File: src/rtl/ccff_chain_loader.sv
// Configuration-chain loader: serializes bitstream words onto a ccff chain head,
// gates the chain clock, and collects the bits leaving the tail into readback words.
module ccff_chain_loader #(
   parameter int CHAIN_LEN = 36,
   parameter int DATA_W    = 8
) (
   input  logic              prog_clk,
   input  logic              prog_reset,
   input  logic              start,
   input  logic [DATA_W-1:0] in_data,
   input  logic              in_valid,
   output logic              in_ready,
   output logic              ccff_head,
   output logic              ccff_clk_en,
   input  logic              ccff_tail,
   output logic [DATA_W-1:0] rb_data,
   output logic              rb_valid,
   input  logic              rb_ready,
   output logic              busy,
   output logic              done
);

   localparam int SW = $clog2(CHAIN_LEN + 1);
   localparam int BW = $clog2(DATA_W + 1);

   localparam logic [2:0] S_IDLE    = 3'd0;
   localparam logic [2:0] S_SHIFT   = 3'd1;
   localparam logic [2:0] S_FLUSH   = 3'd2;
   localparam logic [2:0] S_WAIT_RB = 3'd3;
   localparam logic [2:0] S_DONE    = 3'd4;

   localparam logic [SW-1:0] LAST_SCNT = SW'(CHAIN_LEN - 1);
   localparam logic [BW-1:0] FULL_CNT  = BW'(DATA_W - 1);
   localparam logic [BW-1:0] WORD_BITS = BW'(DATA_W);
   localparam logic [BW-1:0] ONE_BIT   = BW'(1);

   logic [2:0]        r_state;
   logic [DATA_W-1:0] r_sreg;
   logic [BW-1:0]     r_bits_left;
   logic [SW-1:0]     r_scnt;
   logic [DATA_W-1:0] r_coll;
   logic [BW-1:0]     r_coll_cnt;
   logic [DATA_W-1:0] r_rb_data;
   logic              r_rb_valid;

   logic              w_out_free;
   logic              w_shift;
   logic              w_last;
   logic              w_coll_full;
   logic              w_in_ready;
   logic              w_accept;
   logic [DATA_W-1:0] w_coll_next;

   always_comb begin
      w_out_free  = !r_rb_valid || rb_ready;
      // Hold the chain only when the capture would overflow a collector that cannot drain.
      w_shift     = (r_state == S_SHIFT) && (r_bits_left != '0) &&
                    !((r_coll_cnt == FULL_CNT) && r_rb_valid && !rb_ready);
      w_last      = w_shift && (r_scnt == LAST_SCNT);
      w_coll_full = w_shift && (r_coll_cnt == FULL_CNT);
      w_in_ready  = (r_state == S_SHIFT) && !w_last &&
                    ((r_bits_left == '0) || ((r_bits_left == ONE_BIT) && w_shift));
      w_accept    = in_valid && w_in_ready;
   end

   genvar gi;
   generate
      for (gi = 0; gi < DATA_W; gi++) begin : g_coll
         assign w_coll_next[gi] = (w_shift && (r_coll_cnt == BW'(gi))) ? ccff_tail : r_coll[gi];
      end
   endgenerate

   always_ff @(posedge prog_clk) begin
      if (prog_reset) begin
         r_state     <= S_IDLE;
         r_sreg      <= '0;
         r_bits_left <= '0;
         r_scnt      <= '0;
         r_coll      <= '0;
         r_coll_cnt  <= '0;
         r_rb_data   <= '0;
         r_rb_valid  <= 1'b0;
      end else begin
         case (r_state)
            S_IDLE:    if (start) r_state <= S_SHIFT;
            S_SHIFT:   if (w_last) r_state <= w_coll_full ? S_WAIT_RB : S_FLUSH;
            S_FLUSH:   if (w_out_free) r_state <= S_WAIT_RB;
            S_WAIT_RB: if (!r_rb_valid) r_state <= S_DONE;
            S_DONE:    r_state <= S_IDLE;
            default:   r_state <= S_IDLE;
         endcase

         // Leftover bits of the final word are dropped once the chain is full.
         if (w_last) begin
            r_sreg      <= '0;
            r_bits_left <= '0;
         end else if (w_accept) begin
            r_sreg      <= in_data;
            r_bits_left <= WORD_BITS;
         end else if (w_shift) begin
            r_sreg      <= {1'b0, r_sreg[DATA_W-1:1]};
            r_bits_left <= r_bits_left - ONE_BIT;
         end

         if ((r_state == S_IDLE) && start) r_scnt <= '0;
         else if (w_shift)                 r_scnt <= r_scnt + SW'(1);

         if (w_coll_full) begin
            r_rb_data  <= w_coll_next;
            r_rb_valid <= 1'b1;
            r_coll     <= '0;
            r_coll_cnt <= '0;
         end else if ((r_state == S_FLUSH) && w_out_free) begin
            r_rb_data  <= r_coll;
            r_rb_valid <= 1'b1;
            r_coll     <= '0;
            r_coll_cnt <= '0;
         end else begin
            r_coll <= w_coll_next;
            if (w_shift) r_coll_cnt <= r_coll_cnt + ONE_BIT;
            if (r_rb_valid && rb_ready) r_rb_valid <= 1'b0;
         end
      end
   end

   assign in_ready    = w_in_ready;
   assign ccff_clk_en = w_shift;
   assign ccff_head   = r_sreg[0];
   assign rb_data     = r_rb_data;
   assign rb_valid    = r_rb_valid;
   assign busy        = (r_state != S_IDLE);
   assign done        = (r_state == S_DONE);

endmodule

File: config.mk
export PLATFORM = sky130hd
export DESIGN_NAME = ccff_chain_loader
export DESIGN_NICKNAME = d
export VERILOG_FILES = /design/src/rtl/ccff_chain_loader.sv
export SDC_FILE = /design/constraint.sdc
export NUM_CORES = 1
export LEC_CHECK = 0
export BUFFER_PORTS_ARGS = -buffer_cell sky130_fd_sc_hd__buf_2
export CAP_MARGIN = 25
export CORE_MARGIN = 1.5
export CORE_UTILIZATION = 53
export CTS_BUF_LIST = sky130_fd_sc_hd__clkbuf_2 sky130_fd_sc_hd__clkbuf_4 sky130_fd_sc_hd__clkbuf_8
export CTS_CLUSTER_DIAMETER = 80
export DETAILED_ROUTE_END_ITERATION = 8
export PLACE_DENSITY = 0.77
export RECOVER_POWER = 50
export SLEW_MARGIN = 20
export SYNTH_ARGS = -nofsm -noshare
export SYNTH_HDL_FRONTEND = slang
export SYNTH_SLANG_ARGS = --single-unit
File: constraint.sdc
create_clock -name prog_clk -period 1.85 [get_ports prog_clk]
set_input_delay 0.185 -clock prog_clk [delete_from_list [all_inputs] [get_ports prog_clk]]
set_output_delay 0.185 -clock prog_clk [all_outputs]
set_load 0.05 [all_outputs]
======== Word level (Yosys, flattened, before mapping) ========
Cells that the tools add are included.
storage, ports and cells
  latch bits .............................. 0
  output and inout bits ................... 14
  memories kept ........................... 0
  bits in read-only memories .............. 0
  input port bits ......................... 14
  bits in writable memories ............... 0
  bits in registers ....................... 42
operators by class
  mux-type cells .......................... 23
  add/sub/neg operators ................... 3
  shifts and indexed selects .............. 0
  divide/modulo/power cells ............... 0
  equality and inequality tests ........... 17
  reduce and logical (&&, ||, !) cells .... 39
  bitwise logic cells ..................... 0
  order comparisons ....................... 0
  multiply operators ...................... 0
operators by type and width
  cell                                               count
  two-way mux 8 bit                                  4
  logical AND 1 bit                                  20
  == test 4 x 3 -> 1 bit (second input constant)     4
  two-way mux 1 bit                                  12
  two-way mux 3 bit                                  4
  case mux 3 bit (4 select lines)                    1
  == test 4 x 1 -> 1 bit (second input constant)     2
  == test 4 x 2 -> 1 bit (second input constant)     2
  zero test 4 bit                                    2
  two-way mux 4 bit                                  2
  inequality test 2 bit (second input constant)      4
  adder 6 x 1 -> 6 bit (second input constant)       1
  == test 3 x 2 -> 1 bit (second input constant)     2
  == test 6 bit (second input constant)              1
  nonzero test 3 bit                                 2
  OR reduction 3 bit                                 2
  adder 4 x 1 -> 4 bit (second input constant)       1
  zero test 1 bit                                    4
  AND reduction 4 bit                                1
  nonzero test 2 bit                                 2
  nonzero test 4 bit                                 1
  OR reduction 2 bit                                 2
  subtractor 4 x 1 -> 4 bit (second input constant)  1
  == test 3 x 1 -> 1 bit (second input constant)     1
  other kinds (3)                                    4

======== Longest topological paths before layout ========
  depth after elaboration ................. 11
  mapped depth ............................ 10
  gate-level depth less buffers ........... 8

======== Worst setup path after synthesis ========
Ideal clock, no wire load.
  path type ............................... register -> register
  start point ............................. reg r_rb_valid (netlist: rb_valid)
  end point ............................... reg r_bits_left[1]
  stages on the path, launching flop included .. 9
  path buffers ............................ 2
  data arrival time ....................... 2014 ps
  setup time .............................. 116 ps
  period minus slack after synthesis ...... 2130 ps
  setup slack ............................. -280 ps
  cells stage by stage .................... dfxtp_1 nor2b_1 a221oi_4 a211o_1 buf_4 inv_2 nand2_2 buf_6 and3_1
on the way
  longest elaborated chain between the ends .. 10
RTL lines
  element                              line  text
  start, declared                      44    logic r_rb_valid;
  start signal, assigned               82    r_rb_valid <= 1'b0;
  start signal, assigned               110   r_rb_valid <= 1'b1;
  start signal, assigned               115   r_rb_valid <= 1'b1;
  logical AND 1 bit (*) (2 in series)  58    !((r_coll_cnt == FULL_CNT) && r_rb_valid && !rb_ready);
  zero test 1 bit (*)                  58
  logical AND 1 bit (*)                57    w_shift = (r_state == S_SHIFT) && (r_bits_left != '0) &&
  logical AND 1 bit                    59    w_last = w_shift && (r_scnt == LAST_SCNT);
  zero test 1 bit                      61    w_in_ready = (r_state == S_SHIFT) && !w_last &&
  logical AND 1 bit                    61
  logical AND 1 bit (*)                61
  net in_ready                         12    output logic in_ready,
  logical AND 1 bit (*)                63    w_accept = in_valid && w_in_ready;
  OR reduction 3 bit (no line) (*)     n/a
  end signal, assigned                 102   r_bits_left <= r_bits_left - ONE_BIT;
  end, declared                        39    logic [BW-1:0] r_bits_left;
Mark *: on every way through the listed nets, which the timed path passes. The rest lies on a longest branch.
A chain may end at the register's enable or synchronous reset.

======== Worst setup path in the final report ========
  start point ............................. reg r_bits_left[0]
  end point ............................... out in_ready
on the way
  longest elaborated chain between the ends .. 7
RTL lines
  element                          line
  nonzero test 4 bit               57
  logical AND 1 bit (2 in series)  57
  logical AND 1 bit                59
  zero test 1 bit                  61
  logical AND 1 bit                61
  logical AND 1 bit (*)            61
  end, declared                    12
Mark *: on every way between the ends. The rest lies on a longest branch, timed or not.

==> implementation parameters <==
Parameter                              Value

Worst setup path
  Critical Path Source Type ... register
  Type of the worst setup path ... reg2out
  CP endpoint kind ... output port
  Crit path required time ... 1660 ps
  Arrival time of data at the critical path endpoint ... 1890 ps
  CP Max Fanout ... 2

STA
  Portion of the clock cycle consumed by the worst path in the final layout ... 112.4%
  Maximum clock frequency ... 481.0 MHz
  Transition time of the tightest slew-check pin ... 517.9 ps
  Final worst-path setup slack ... -228.8 ps
  Worst clock skew ... 8.372 ps
  Setup violations, final ... 26
  Headroom to the max-slew limit ... 65.44%
  Setup TNS Final ... -2778 ps
  Fin. Hold Viols ... 0
  Time the worst path needs with I/O delays and setup ... 2079 ps
  Slew Limit Fails ... 0
  Unrepaired setup endpoints after global routing ... yes

Yosys
  Gate count of the mapped netlist ... 223
  Most numerous cell in the Yosys netlist ... sky130_fd_sc_hd__dfxtp_1
  Top cells by instance count after synthesis ... sky130_fd_sc_hd__dfxtp_1 (42), sky130_fd_sc_hd__nor2_1 (27), sky130_fd_sc_hd__mux2i_1 (22)
  Post-synthesis mux area share ... a little over a tenth
  FF+latch count, synth ... 42
  Syn_nets ... 244
  Post-synthesis compound-gate area fraction ... 14.16%
  Combinational family with the most area after synthesis ... simple AND/OR/NAND/NOR gates
  Post-synth design cell area ... 2068 µm²
  Area share of the largest cell type after synthesis ... 40.65%
  Share of synthesized area occupied by flip-flops and latches ... about two fifths
  Synthesized-area fraction occupied by and/or/nand/nor cells ... 19.78%
  Adder and majority gate portion of the synthesized area ... 4.235%
  Number of warnings issued by yosys ... 0
  Post-synth EDFFs ... 0
  Count of cell types in the netlist ... 46
  Dominant synthesized flop cell ... sky130_fd_sc_hd__dfxtp_1
  Post-synthesis xor/xnor area fraction ... 4.658%
  Synth top area cells ... sky130_fd_sc_hd__dfxtp_1 (41%), sky130_fd_sc_hd__mux2i_1 (11%), sky130_fd_sc_hd__nor2_1 (4.9%)
  Post-synth top area cell ... sky130_fd_sc_hd__dfxtp_1
  Synthesized area per cell ... 9.275 µm²
  Share of synthesized registers carrying an async set or reset ... 0%

Global route
  Via count of the first global-routing pass ... around 1,600
  Wire length of the first global-routing pass ... ~7.4 mm
  Global-route usage over all layers ... 22.76%
  Residual overflow from global routing ... 0
  Initial antenna violation count ... 0
  Pin count of the biggest net entering global routing ... 19

Clocking
  Root Buffer ... sky130_fd_sc_hd__clkbuf_8
  CTS Buf Count ... 5
  TritonCTS clock tree ... done
  Clock input transition at the sequential cells of the worst setup and hold paths ... roughly 80 ps
  Number of sinks handled by clock tree synthesis ... 42
  Number of buffers inserted for hold repair after clock tree synthesis ... 0
  Deepest clock path buffer count ... 2
  Htree depth ... 2
  Clock Latency Late Sink ... 300 ps

Route
  Detailed-routing iteration count for the pre-antenna-repair pass ... 6
  Ratio of routed vias to standard cells ... 5.730
  Antenna viol nets, final ... 0
  Mean routed wirelength per cell ... 18.31 µm
  DRC ... 0
  Sum of routed wire length over all layers ... 6.096 mm
  DRC violation total after the first TritonRoute iteration ... 112
  Total via count in the routed design ... 1,908

Final layout
  Final Cell Area ... 2960 µm²
  Post-layout net count ... 306
  Fraction of final layout cells sized beyond drive strength 1 ... 44.21%
  Synthesis-to-finish area growth ... 43.13%
  Total inserted antenna cells ... 0

Floorplan
  Starting Density ... 55.66%
  Core region area ... 3716 µm²
  Row count ... 22
  Horizontal die dimension ... approximately 65 µm
  Die outline area ... 4286 µm²
  Die height ... 65.47 µm
  IO Count ... 28

Flow run
  Number of maximum-capacitance violations ... 0

Power and ir drop
  Power per cell area ... 1257 nW/µm²
  Post-layout power ... 3721 µW
  Max rail drop VDD ... 0.7807 mV
  Static power due to leakage ... ~0.0013 µW

Worst hold path
  Type of the worst min-delay path ... in2reg

Placement
  Number of buffers inserted by port buffering ... 27
  Placement Cell Area ... 2402 µm²
  Routability congestion estimate ... 0.7974
  Half-perimeter wire length of the detailed placement result ... 3.001 mm

Run status
  Status ... finished with violations
  Failing checks ... setup timing
## per-stage QoR
stage               utilization (%)  std cells  setup slack, ps  hold slack [ps]
floorplan                         -        223            7.225            326.2
global placement              64.65        304           -4.093            427.7
detailed placement            64.65        304           -98.75            445.7
CTS                           70.74        317           -167.7            149.0
global route                  79.66        333           -272.4            144.1
finish                        79.66        333           -228.8            152.5
## critical path, cell delays in order (launching register included)
cell,delay (ps)
sky130_fd_sc_hd__dfxtp_2,380
sky130_fd_sc_hd__inv_4,50
sky130_fd_sc_hd__ha_4,170
sky130_fd_sc_hd__or3b_4,390
sky130_fd_sc_hd__o221ai_2,240
sky130_fd_sc_hd__a211o_4,190
sky130_fd_sc_hd__inv_8,40
sky130_fd_sc_hd__buf_8,140
## worst paths after layout
check,startpoint,endpoint,slack (ps),cells past startpoint
min,in_data[7],r_sreg[7]$_SDFFE_PP0P_,150,3
min reg2reg,r_coll[7]$_SDFF_PP0_,r_coll[7]$_SDFF_PP0_,450,2
max reg2reg,r_bits_left[0]$_SDFFE_PP0N_,r_sreg[6]$_SDFFE_PP0P_,-190,10
max,r_bits_left[0]$_SDFFE_PP0N_,in_ready,-230,7
## routing by layer
layer	vias up	share of wire, %	track usage [%]	wire length [µm]
met4	0	4.9	11.46	297
met5	-	0	0	0
li1	907	-	-	-
met3	22	4.9	5.993	299
met1	900	40	29.16	2453
met2	79	50	35.33	3044
## final cells by class
class | instances | area, µm²
sequential | 42 | 853.3
fill | 206 | 755.7
tap | 48 | 60.06
inverter | 9 | 43.79
multi-input combinational | 158 | 1365
timing repair buffer | 69 | 525.5
clock inverter | 1 | 30.03
clock buffer | 6 | 82.58
## state kept, by name, summed over array words and instances (netlist names)
signal,cells
r_coll,8
r_bits_left,4
rb_data,8
r_state,3
r_scnt,6
rb_valid,1
r_sreg,8
r_coll_cnt,4
## what timing repair did
action / in CTS / in global routing
pin swaps: 11 / 10
gates cloned: 1 / 0
endpoints found under the setup margin: 11 / 23
resized for setup: 17 / 48
setup buffers: 7 / 17
## placed cells by master, fill, tap and decap left out, types with 2 or more instances in the layout
cell type and n:
sky130_fd_sc_hd__a21oi_2 2, sky130_fd_sc_hd__nand2_8 2, sky130_fd_sc_hd__or3b_4 2, sky130_fd_sc_hd__xor2_1 8, sky130_fd_sc_hd__nor2_1 27, sky130_fd_sc_hd__dfxtp_1 34
sky130_fd_sc_hd__a21boi_1 3, sky130_fd_sc_hd__nand4_1 3, sky130_fd_sc_hd__inv_1 6, sky130_fd_sc_hd__mux2i_1 21, sky130_fd_sc_hd__or2_4 2, sky130_fd_sc_hd__nor3_1 3
sky130_fd_sc_hd__buf_12 2, sky130_fd_sc_hd__nand4b_1 3, sky130_fd_sc_hd__a21oi_1 12, sky130_fd_sc_hd__o31ai_4 3, sky130_fd_sc_hd__a211oi_2 5, sky130_fd_sc_hd__clkbuf_8 6
sky130_fd_sc_hd__buf_8 3, sky130_fd_sc_hd__ha_4 3, sky130_fd_sc_hd__a21oi_4 2, sky130_fd_sc_hd__ha_1 4, sky130_fd_sc_hd__buf_4 33, sky130_fd_sc_hd__buf_2 25
sky130_fd_sc_hd__and3_4 2, sky130_fd_sc_hd__nand3b_1 3, sky130_fd_sc_hd__nand2b_1 2, sky130_fd_sc_hd__buf_6 6, sky130_fd_sc_hd__xnor2_1 3, sky130_fd_sc_hd__nand3_1 5
sky130_fd_sc_hd__nand2_1 6, sky130_fd_sc_hd__a21boi_0 4, sky130_fd_sc_hd__nor3_2 3, sky130_fd_sc_hd__dfxtp_2 7, sky130_fd_sc_hd__and3_1 2
## logic make-up (layout without fill, tap and decap cells)
group           Yosys count  count (layout)
fa+ha+maj                 7               7
flops                    42              42
compound gates           41              41
simple gates             76              77
mux                      22              22
buf+inv                  24              85
xor+xnor                 11              11
## power by group
part / internal, µW / switching [µW] / total, µW
registers: 1020 / 92.7 / 1110
clock network: 432 / 307 / 739
logic: 911 / 957 / 1870
Note: power is estimated with default switching activity, not from simulation.
